===== config.mk =====
export PLATFORM = sky130hd
export DESIGN_NAME = fs_serial_loader
export DESIGN_NICKNAME = d
export VERILOG_FILES = /design/src/rtl/fs_serial_loader.sv
export SDC_FILE = /design/constraint.sdc
export NUM_CORES = 1
export LEC_CHECK = 0
export ABC_AREA = 1
export CAP_MARGIN = 15
export CORE_MARGIN = 2
export CORE_UTILIZATION = 48
export CTS_CLUSTER_DIAMETER = 50
export DETAILED_ROUTE_END_ITERATION = 8
export PLACE_DENSITY = 0.84
export SYNTH_ARGS = -nofsm -noshare
export SYNTH_HDL_FRONTEND = slang
export SYNTH_SLANG_ARGS = --single-unit
export TNS_END_PERCENT = 20

===== constraint.sdc =====
create_clock -name clkIN -period 1.79 [get_ports clkIN]
set_clock_uncertainty 0.15 [all_clocks]
set_input_delay 0.358 -clock clkIN [delete_from_list [all_inputs] [get_ports clkIN]]
set_output_delay 0.358 -clock clkIN [all_outputs]
set_load 0.1 [all_outputs]

===== src/rtl/fs_serial_loader.sv =====
// fs_serial_loader: on-demand variable-length serial load (sclk/sdata/le) behind a valid/ready handshake
module fs_serial_loader #(
  parameter int DATA_W    = 32,
  parameter int CLK_DIV   = 2,
  parameter int LE_W      = 3,
  parameter int LSB_FIRST = 1,
  parameter int LEN_W     = $clog2(DATA_W + 1)
) (
  input  logic              clkIN,
  input  logic              resetIN,
  input  logic [DATA_W-1:0] dataIN,
  input  logic [LEN_W-1:0]  lenIN,
  input  logic              validIN,
  output logic              readyOUT,
  output logic              busyOUT,
  output logic              sclkOUT,
  output logic              sdataOUT,
  output logic              leOUT,
  output logic              doneOUT
);
  localparam int DW = CLK_DIV > 1 ? $clog2(CLK_DIV) : 1;
  localparam int LW = LE_W > 1 ? $clog2(LE_W) : 1;
  typedef enum logic [1:0] {IDLE, SHIFT, LATCH} state_t;
  state_t r_state, w_state;
  logic [DATA_W-1:0] r_shift, w_shift, w_align, w_nshift;
  logic [LEN_W-1:0] r_len, w_len_n, r_bit, w_bit, w_len;
  logic [DW-1:0] r_div, w_div;
  logic [LW-1:0] r_le_cnt, w_le_cnt;
  logic r_sclk, w_sclk, r_sdata, w_sdata, r_le, w_le, r_done, w_done, r_ready;
  logic w_first, w_nbit, w_div_end;
  assign w_len     = (lenIN == '0 || lenIN > LEN_W'(DATA_W)) ? LEN_W'(DATA_W) : lenIN;
  // MSB-first words are pre-aligned so bit len-1 sits at the top of the shifter
  assign w_align   = (LSB_FIRST != 0) ? dataIN : dataIN << (LEN_W'(DATA_W) - w_len);
  assign w_nshift  = (LSB_FIRST != 0) ? r_shift >> 1 : r_shift << 1;
  assign w_first   = (LSB_FIRST != 0) ? w_align[0] : w_align[DATA_W-1];
  assign w_nbit    = (LSB_FIRST != 0) ? w_nshift[0] : w_nshift[DATA_W-1];
  assign w_div_end = r_div == DW'(CLK_DIV - 1);
  always_comb begin
    w_state  = r_state;
    w_shift  = r_shift;
    w_len_n  = r_len;
    w_bit    = r_bit;
    w_div    = r_div;
    w_le_cnt = r_le_cnt;
    w_sclk   = r_sclk;
    w_sdata  = r_sdata;
    w_le     = r_le;
    w_done   = 1'b0;
    case (r_state)
      IDLE: if (validIN) begin
        w_state = SHIFT;
        w_shift = w_align;
        w_len_n = w_len;
        w_bit   = '0;
        w_div   = '0;
        w_sclk  = 1'b0;
        w_sdata = w_first;
      end
      SHIFT: begin
        w_div = w_div_end ? '0 : r_div + 1'b1;
        if (w_div_end && !r_sclk) w_sclk = 1'b1;
        else if (w_div_end && r_bit == r_len - 1'b1) begin
          w_state  = LATCH;
          w_sclk   = 1'b0;
          w_sdata  = 1'b0;
          w_le     = 1'b1;
          w_le_cnt = '0;
        end else if (w_div_end) begin
          w_sclk  = 1'b0;
          w_bit   = r_bit + 1'b1;
          w_shift = w_nshift;
          w_sdata = w_nbit;
        end
      end
      LATCH: if (r_le_cnt == LW'(LE_W - 1)) begin
        w_state = IDLE;
        w_le    = 1'b0;
        w_done  = 1'b1;
      end else w_le_cnt = r_le_cnt + 1'b1;
      default: w_state = IDLE;
    endcase
  end
  always_ff @(posedge clkIN) begin
    if (resetIN) begin
      r_state  <= IDLE;
      r_shift  <= '0;
      r_len    <= '0;
      r_bit    <= '0;
      r_div    <= '0;
      r_le_cnt <= '0;
      r_sclk   <= 1'b0;
      r_sdata  <= 1'b0;
      r_le     <= 1'b0;
      r_done   <= 1'b0;
      r_ready  <= 1'b1;
    end else begin
      r_state  <= w_state;
      r_shift  <= w_shift;
      r_len    <= w_len_n;
      r_bit    <= w_bit;
      r_div    <= w_div;
      r_le_cnt <= w_le_cnt;
      r_sclk   <= w_sclk;
      r_sdata  <= w_sdata;
      r_le     <= w_le;
      r_done   <= w_done;
      r_ready  <= w_state == IDLE;
    end
  end
  assign readyOUT = r_ready;
  assign busyOUT  = ~r_ready;
  assign sclkOUT  = r_sclk;
  assign sdataOUT = r_sdata;
  assign leOUT    = r_le;
  assign doneOUT  = r_done;
endmodule


==> results.sh <==
export IMPL_intPower_mw=2.033
export IMPL_failed_checks="setup timing"
export IMPL_row_count=28
export IMPL_crit_fanout=21
export IMPL_htree_levels=2
export IMPL_cap_violations=0
export IMPL_grt_pass1_wl_um=11530
export IMPL_first_pass_iters=5
export IMPL_rsz0062_at_grt="true"
export IMPL_yosys_register_bits=53
export IMPL_fin_crit_ns=1.898
export IMPL_drive_above_1_share=0.1602
export IMPL_io_buffer_count=46
export IMPL_final_cell_mix="nand2_1, nor2_1, dfxtp_1"
export IMPL_combPwrFrac=0.267
export IMPL_drt_iter0_markers=138
export IMPL_place_ws_ns=-0.1378
export IMPL_die_area_um2=6792
export IMPL_setup_slack_ns=-0.1083
export IMPL_p_per_area_nw_per_um2=775.6
export IMPL_clkTransAtPathRegs_ns=0.09
export IMPL_nNetsFinal=537
export IMPL_final_cells=568
export IMPL_n_fill_cell=531
export IMPL_clock_latency_ns=0.31
export IMPL_ios=47
export IMPL_vdd_drop_max_uv=454.3
export IMPL_outcome="finished, violations left"
export IMPL_areaGrowthSynthToFinish_pct=28.23
export IMPL_pwr_share_clk=0.272
export IMPL_arrival_ns=2.00
export IMPL_synth_cells=446
export IMPL_netlist_area_um2=2952
export IMPL_ant_nets=0
export IMPL_tightestPinTransition_ns=0.3690
export IMPL_grt_max_degree=37
export IMPL_synth_seq_area_share=0.3595
export IMPL_cp_end_kind="flop"
export IMPL_remaining_drc_errors=0
export IMPL_setup_viol=41
export IMPL_synth_cell_type_count=36
export IMPL_regArea_um2=1066
export IMPL_cts_root_buf="clkbuf_8"
export IMPL_p_leak_nw=1.683
export IMPL_antenna_cells=0
export IMPL_placed_cells=560
export IMPL_multi_input_area_um2=1740
export IMPL_clock_sinks=53
export IMPL_period_share=1.061
export IMPL_vias_per_cell=5.165
export IMPL_grt_pass1_vias=2785
export IMPL_hpwl_um=4581
export IMPL_die_y_um=82.42
export IMPL_cts_buffers=5
export IMPL_antenna_found_initial=0
export IMPL_grtUsageTotal=0.2162
export IMPL_place_congestion=0.7771
export IMPL_core_area_um2=5921
export IMPL_p_sw_mw=0.9026
export IMPL_grt_overflow_total=0
export IMPL_min_delay_path_class="flop to flop"
export IMPL_relSlewSlack=0.7540
export IMPL_die_w_um=82.42
export IMPL_max_freq_mhz=526.8
export IMPL_cts_tree="yes"
export IMPL_route_vias_total=2934
export IMPL_slew_violations=0
export IMPL_cp_start_kind="flop"
export IMPL_cts_path_max_buffers=2
export IMPL_wl_um=7010
export IMPL_syn_avg_cell_area_um2=6.618
export IMPL_start_util=0.4985
export IMPL_wl_per_cell_um=12.34
export IMPL_final_common_cell="nand2_1"
export IMPL_seqPwrFrac=0.460
export IMPL_yosysWarnings=0
export IMPL_timing_worst_setup_path_type="flop to flop"
export IMPL_finalHoldViolCount=0
export IMPL_required_ns=1.89
export IMPL_switching_share=0.3075
export IMPL_synth_fp_nets=490
## cells in the mapped netlist (all sizes together)
| cell type | count | area share |
|---|---|---|
| a211oi | 3 | 0.0076 |
| a21oi | 16 | 0.032 |
| a22oi | 1 | 0.0025 |
| a31oi | 1 | 0.0021 |
| buf | 17 | 0.041 |
| clkbuf | 7 | 0.0093 |
| clkinv | 2 | 0.0030 |
| dfxtp | 53 | 0.36 |
| ha | 3 | 0.013 |
| inv | 17 | 0.022 |
| nand2 | 174 | 0.22 |
| nand3 | 15 | 0.036 |
| nand3b | 31 | 0.079 |
| nand4 | 1 | 0.0021 |
| nor2 | 89 | 0.12 |
| nor3 | 3 | 0.0051 |
| o21ai | 4 | 0.011 |
| or2 | 1 | 0.0021 |
| xnor2 | 4 | 0.012 |
| xor2 | 4 | 0.012 |
## routing by layer
layer	routed length, um	global-route usage	vias to the layer above
li1	-	-	1480
met1	2889	0.2428	1350
met2	3630	0.4048	96
met3	414	0.05000	8
met4	76	0.05833	0
met5	0	0	-
## worst max-delay path: stages, from the launching register on
cell	delay, ns
dfxtp_2	0.35
inv_2	0.05
ha_4	0.15
inv_1	0.04
nand2_1	0.06
nand2_1	0.07
nand2_1	0.05
nand2_1	0.06
nand2_1	0.08
nor2_4	0.16
nand3_4	0.14
buf_12	0.19
nand3b_1	0.10
nand2_1	0.08
nor2_1	0.10
## metrics by stage
| stage | hold WS (ns) | utilization | instance area [um^2] | total power [mW] | setup TNS, ns |
|---|---|---|---|---|---|
| after detailed placement | 0.3031 | 0.6097 | 3610 | 2.128 | -3.326 |
| after global placement | 0.3031 | 0.6097 | 3610 | 2.101 | -2.014 |
| after global routing | 0.3551 | 0.6393 | 3785 | 3.089 | -7.806 |
| final | 0.3330 | 0.6393 | 3785 | 2.936 | -2.273 |
| after floorplan | 0.2894 | - | 2979 | 1.890 | -0.2392 |
| after CTS | 0.3240 | 0.6291 | 3725 | 2.921 | -3.589 |
## flip-flops by register name (all words and copies together), names as in the netlist
signal / count
r_shift: 31
r_bit: 6
r_len: 6
r_le_cnt: 2
r_state: 2
doneOUT: 1
leOUT: 1
r_div: 1
readyOUT: 1
sclkOUT: 1
sdataOUT: 1
## power groups by stage
| stage | sequential, mW | combinational [mW] | clock, mW |
|---|---|---|---|
| 4_1_cts | 1.35 | 0.770 | 0.805 |
| 2_1_floorplan | 1.40 | 0.491 | 0 |
| 6_report | 1.35 | 0.785 | 0.799 |
| 5_1_grt | 1.36 | 0.875 | 0.852 |
| 3_5_place_dp | 1.37 | 0.758 | 0 |
| 3_3_place_gp | 1.37 | 0.735 | 0 |
## final timing paths
kind                                   from          end  slack (ns)  cells past startpoint
worst min-delay path            r_shift[31]  r_shift[31]        0.33                      2
worst min register to register  r_shift[31]  r_shift[31]        0.33                      2
worst max register to register     r_len[1]   r_shift[8]       -0.11                     14
worst max-delay path               r_len[1]   r_shift[8]       -0.11                     14
## layout make-up
cell class                      count  area share
Multi-Input combinational cell    350      0.4598
Sequential cell                    53      0.2817
Timing Repair Buffer               64      0.1841
Tap cell                           75     0.02479
Inverter                           19     0.02215
Clock buffer                        5     0.01818
Clock inverter                      2    0.009256
## timing repair
action,CTS,global route
hold buffers,0,0
setup buffers,0,1
gates cloned,0,0
pin swaps,2,3
resized for setup,5,18
setup endpoints to repair,41,42
## cell families (layout without fill, tap and decap cells)
kind of cell | Yosys count | in the layout | synth area share
adders and majority gates | 3 | 3 | 0.01272
and+or+nand+nor | 314 | 314 | 0.4731
buffers and inverters | 43 | 90 | 0.07587
AOI/OAI and AO/OA | 25 | 25 | 0.05511
xor gates and xnor gates | 8 | 8 | 0.02374
DFF | 53 | 53 | 0.3595
Note: power is estimated with default switching activity, not from simulation.
==> patch 1, RTL diff (same settings) <==
Set the parameter `LE_W` to 5 (it was 3).
--- a/src/rtl/fs_serial_loader.sv
+++ b/src/rtl/fs_serial_loader.sv
@@ -2,7 +2,7 @@
 module fs_serial_loader #(
   parameter int DATA_W    = 32,
   parameter int CLK_DIV   = 2,
-  parameter int LE_W      = 3,
+  parameter int LE_W      = 5,
   parameter int LSB_FIRST = 1,
   parameter int LEN_W     = $clog2(DATA_W + 1)
 ) (
Formal check against the unedited RTL: not equivalent (Yosys sat finds a counterexample within 10 cycles, from zero or initial values and one cycle with resetIN high).
==> patch 1 against the unedited design <==
  * The run still ends with setup timing left
  * Maximum frequency is 2.0% lower
  * Critical path depth is 3 lower
  * Wire length is 4.5% higher
  * Worst setup slack worse by 0.039 ns
  * Sequential share of layout area is 0.25 points lower
  * Final area is 2.8% higher
  * Non-clock buffer count is 1 higher
  * Die area is 3.0% higher
  * Synthesized cell count is 2.7% higher
  * Sequential cell count is 1 higher
  * Area after synthesis is 3.2% higher
  * Total power is 1.9% lower
  * Via count is 2.5% higher
==> patch 1: results (changes against the unedited design) <==
[synthesis]
synthTopCellsByArea=dfxtp_1 (35%), nand2_1 (21%), nor2_1 (10%), nand3b_1 (7.6%), buf_6 (2.2%)
synthTopCellsByCount=nand2_1 (173), nor2_1 (81), dfxtp_1 (54), nand3b_1 (31), inv_1 (17)
yosysSeqAreaShare=0.3550  ; -0.004503
synthFlopType=dfxtp_1
syn-num-nets=503  ; +2.7%
synthDistinctLibCells=35  ; -2.8%
async_flop_share=0  ; unchanged

[cells_and_area]
drive_gt1_frac=0.1594  ; -0.0007946
fill_cells=550  ; +3.6%
nets=552  ; +2.8%

[grt]
met1_usage=0.2331  ; -0.009623
grt_usage=0.1993  ; -0.01687
grt_pass1_wl_mm=11.84  ; +2.7%
grt_use_met2=0.3724  ; -0.03248
grt_pass1_vias=2854  ; +2.5%
grt_max_degree=39  ; +5.4%
met3_usage=0.03165  ; -0.01835
antenna_found_initial=0  ; unchanged

[status]
violations=setup timing
outcome=finished, violations left

[routing]
vias=3008  ; +2.5%
drt_iter0_drc=211  ; +53%
first_pass_iters=4  ; -1
drt-met1-wl_mm=3.056  ; +5.8%
wl_per_cell_um=12.52  ; +1.5%
wl_met2_mm=3.731  ; +2.8%

[critical_path]
critPathTopFamily=simple AND/OR/NAND/NOR gates
worstReg2RegEnd=r_shift[19]
r2r-start=r_len[1]
rr_worst_depth=11  ; -3
critPathMaxFanout=16  ; -24%

[min_path]
min_to=r_shift[17]
hp-start=r_shift[17]

[power_and_ir_drop]
peakVddDrop_v=0.0003830  ; -16%
power_density_nw_per_um2=740.1  ; -4.6%
leakage_nw=1.727  ; +2.6%
switching_share=0.3300  ; +0.02251
clockPowerShare=0.247  ; -0.025

[clock_tree]
cts-root-buf=clkbuf_8
postCtsSetupBuffers=1  ; +1
cts_resized=4  ; -1
htree_num_levels=2  ; unchanged
cts.path.max_buffers=2  ; unchanged
clkLatencyLatePin_ns=0.32

[timing]
relSlewSlack=0.7712  ; +0.01721
setup_ws_ns=-0.1472  ; -0.03888 ns
setup_viol=44  ; +7.3%

[place]
dpl.hpwl_mm=4.582  ; about the same
placed_cell_area_um2=3700  ; +2.5%
gp_congestion=0.8227  ; +5.9%
portBuffers=46  ; unchanged

==> patch 1: worst max-delay path by stage <==
stage / startpoint / endpoint / slack (ns) / cells past startpoint
final: r_len[1] / r_shift[19] / -0.15 / 11
after global routing: r_len[0] / r_shift[19] / -0.26 / 11
after CTS: r_len[1] / r_shift[6] / -0.13 / 11
after detailed placement: r_len[1] / r_shift[7] / -0.14 / 11
after global placement: validIN / r_shift[14] / -0.11 / 9
after floorplan: r_len[0] / r_shift[28] / -0.03 / 12
==> patch 1: logic make-up (layout without fill, tap and decap cells) <==
| kind of cell | after synthesis | after routing | synth area share |
|---|---|---|---|
| adder cells (fa/ha/maj) | 4 | 4 | 0.01643 |
| AO/OA/AOI/OAI | 23 | 23 | 0.05012 |
| XOR/XNOR | 10 | 10 | 0.02876 |
| AND/OR/NAND/NOR | 319 | 319 | 0.4700 |
| buffers and inverters | 48 | 98 | 0.07970 |
| flip-flops | 54 | 54 | 0.3550 |
==> patch 1: layout make-up <==
type	count	area (µm²)	share of cell area
multi-input cells	356	1774	0.4561
flip-flops and latches	54	1086	0.2792
repair buffers	65	725.7	0.1866
inverters	24	106.4	0.02734
well taps	77	96.34	0.02477
clock buffers	5	68.82	0.01769
clock inverters	3	23.77	0.006111
repair inverters	1	8.758	0.002252
==> patch 1: per-stage QoR <==
step           setup WS, ns  std cells  TNS [ns]  hold WS [ns]
2_1_floorplan      -0.03294        458   -0.6929        0.2895
3_3_place_gp        -0.1092        572    -3.345        0.3015
3_5_place_dp        -0.1377        572    -4.084        0.3246
4_1_cts             -0.1346        581    -4.267        0.3413
5_1_grt             -0.2626        585    -9.993        0.3620
6_report            -0.1472        585    -4.524        0.3401
==> patch 2, RTL diff (same flow settings) <==
Without the edit above. Take the reset off `r_shift` and load it in a clocked block of its own.
--- a/src/rtl/fs_serial_loader.sv
+++ b/src/rtl/fs_serial_loader.sv
@@ -83,7 +83,6 @@
   always_ff @(posedge clkIN) begin
     if (resetIN) begin
       r_state  <= IDLE;
-      r_shift  <= '0;
       r_len    <= '0;
       r_bit    <= '0;
       r_div    <= '0;
@@ -95,7 +94,6 @@
       r_ready  <= 1'b1;
     end else begin
       r_state  <= w_state;
-      r_shift  <= w_shift;
       r_len    <= w_len_n;
       r_bit    <= w_bit;
       r_div    <= w_div;
@@ -107,6 +105,10 @@
       r_ready  <= w_state == IDLE;
     end
   end
+
+  always_ff @(posedge clkIN) begin
+    r_shift <= w_shift;
+  end
   assign readyOUT = r_ready;
   assign busyOUT  = ~r_ready;
   assign sclkOUT  = r_sclk;
Behaviour: same outputs for any inputs over 10 cycles, from zero or initial values and one cycle with resetIN high; that may be too few to reach the edited logic, so the function may still have changed.
==> patch 2 against the unedited design <==
  * The run still ends with setup timing left
  * Utilization grew 2.9 points
  * Die area shrank 11%
  * Critical endpoint is now readyOUT
  * Synthesized cell count shrank 29%
  * Sequential cell count is the same
  * Total power shrank 8.3%
  * Area after synthesis shrank 12%
  * Final area shrank 8.6%
  * Wire length shrank 25%
  * Worst setup slack gained 0.092 ns
  * Non-clock buffer count shrank 2
  * Largest cell class is now flip-flops and latches
==> patch 2: results (changes against the unedited design) <==
[status]
violations=setup timing
outcome=finished, violations left

[power_and_ir_drop]
peakVddDrop_v=0.0005644  ; +24%
pg_clk_uw=643  ; -20%
pwr-share-seq=0.544  ; +0.084
p_total_mw=2.693  ; -8.3%

[cells_and_area]
drive_gt1_frac=0.1804  ; +0.02013
multi_input_area_share=0.3336  ; -0.1263
syn_to_final_growth_pct=32.76
nets=420  ; -22%
multi_input_gates=230  ; -34%
fill_cells=416  ; -22%
fin_util=0.6686  ; +0.02934
seq-cell-share=0.3987  ; +0.1170
multi_input_area_um2=1154  ; -34%
inverters=24  ; +5
clkCellAreaFrac=0.02352  ; -0.003921
layout.nonclk_buf_frac=0.1874  ; +0.003277

[synthesis]
synthAdderAreaFrac=0.01441  ; +0.001692
synth_compound_area_frac=0.06772  ; +0.01262
synthDistinctLibCells=32  ; -11%
synthTopCellsByArea=edfxtp_1 (36%), nand2_1 (21%), dfxtp_1 (17%), nor2_1 (3.5%), nand3_1 (2.9%)
synthXorXnorAreaFrac=0.02017  ; -0.003566
synth_edf_count=31  ; +31
syn-num-nets=362  ; -26%
yosysSeqAreaShare=0.5264  ; +0.1669
synthTopCellsByCount=nand2_1 (145), edfxtp_1 (31), nor2_1 (24), dfxtp_1 (22)

[critical_path]
worstPathArrival_ns=1.89  ; -0.11 ns
critPathMaxFanout=3  ; -86%
crit_end=readyOUT
r2r-start=r_len[0]
rr_worst_depth=11  ; -3

[timing]
fmax_mhz=553.7  ; +5.1%
setup_ws_ns=-0.01597  ; +0.09233 ns
setup_viol=3  ; -93%

[min_path]
min_to=r_len[5]
hp-start=r_len[5]

[place]
pre_cts_ws_ns=-0.1277  ; +0.01015 ns
dp_cells=438  ; -22%
gp_congestion=0.8187  ; +5.4%

[grt]
grt_pass1_vias=2040  ; -27%
grt_max_degree=34  ; -8.1%

[routing]
first_pass_iters=4  ; -1
wl_per_cell_um=11.75  ; -4.8%

## patch 2: changes by cell type after synthesis, moves of 3 or more
| cell | unedited run | this run |
|---|---|---|
| nand2_1 | 172 | 145 |
| buf_1 | 3 | 0 |
| nor2_1 | 86 | 24 |
| dfxtp_1 | 53 | 22 |
| nand3_2 | 4 | 1 |
| nand3b_1 | 31 | 0 |
| inv_2 | 3 | 9 |
| edfxtp_1 | 0 | 31 |
| buf_6 | 6 | 0 |
| nand3_1 | 10 | 15 |
## patch 2: repair_timing
item	CTS	global route
endpoints found under the hold margin	0	0
setup endpoints to repair	8	42
pin swaps	1	10
resized for setup	3	16
setup buffers	0	1
## patch 2: layer usage
layer,track usage,share of wire,vias up
met2,0.3121,0.49,44
met1,0.2491,0.47,1000
li1,-,-,1132
met3,0.03605,0.031,8
met4,0.05893,0.016,0
met5,0,0,-
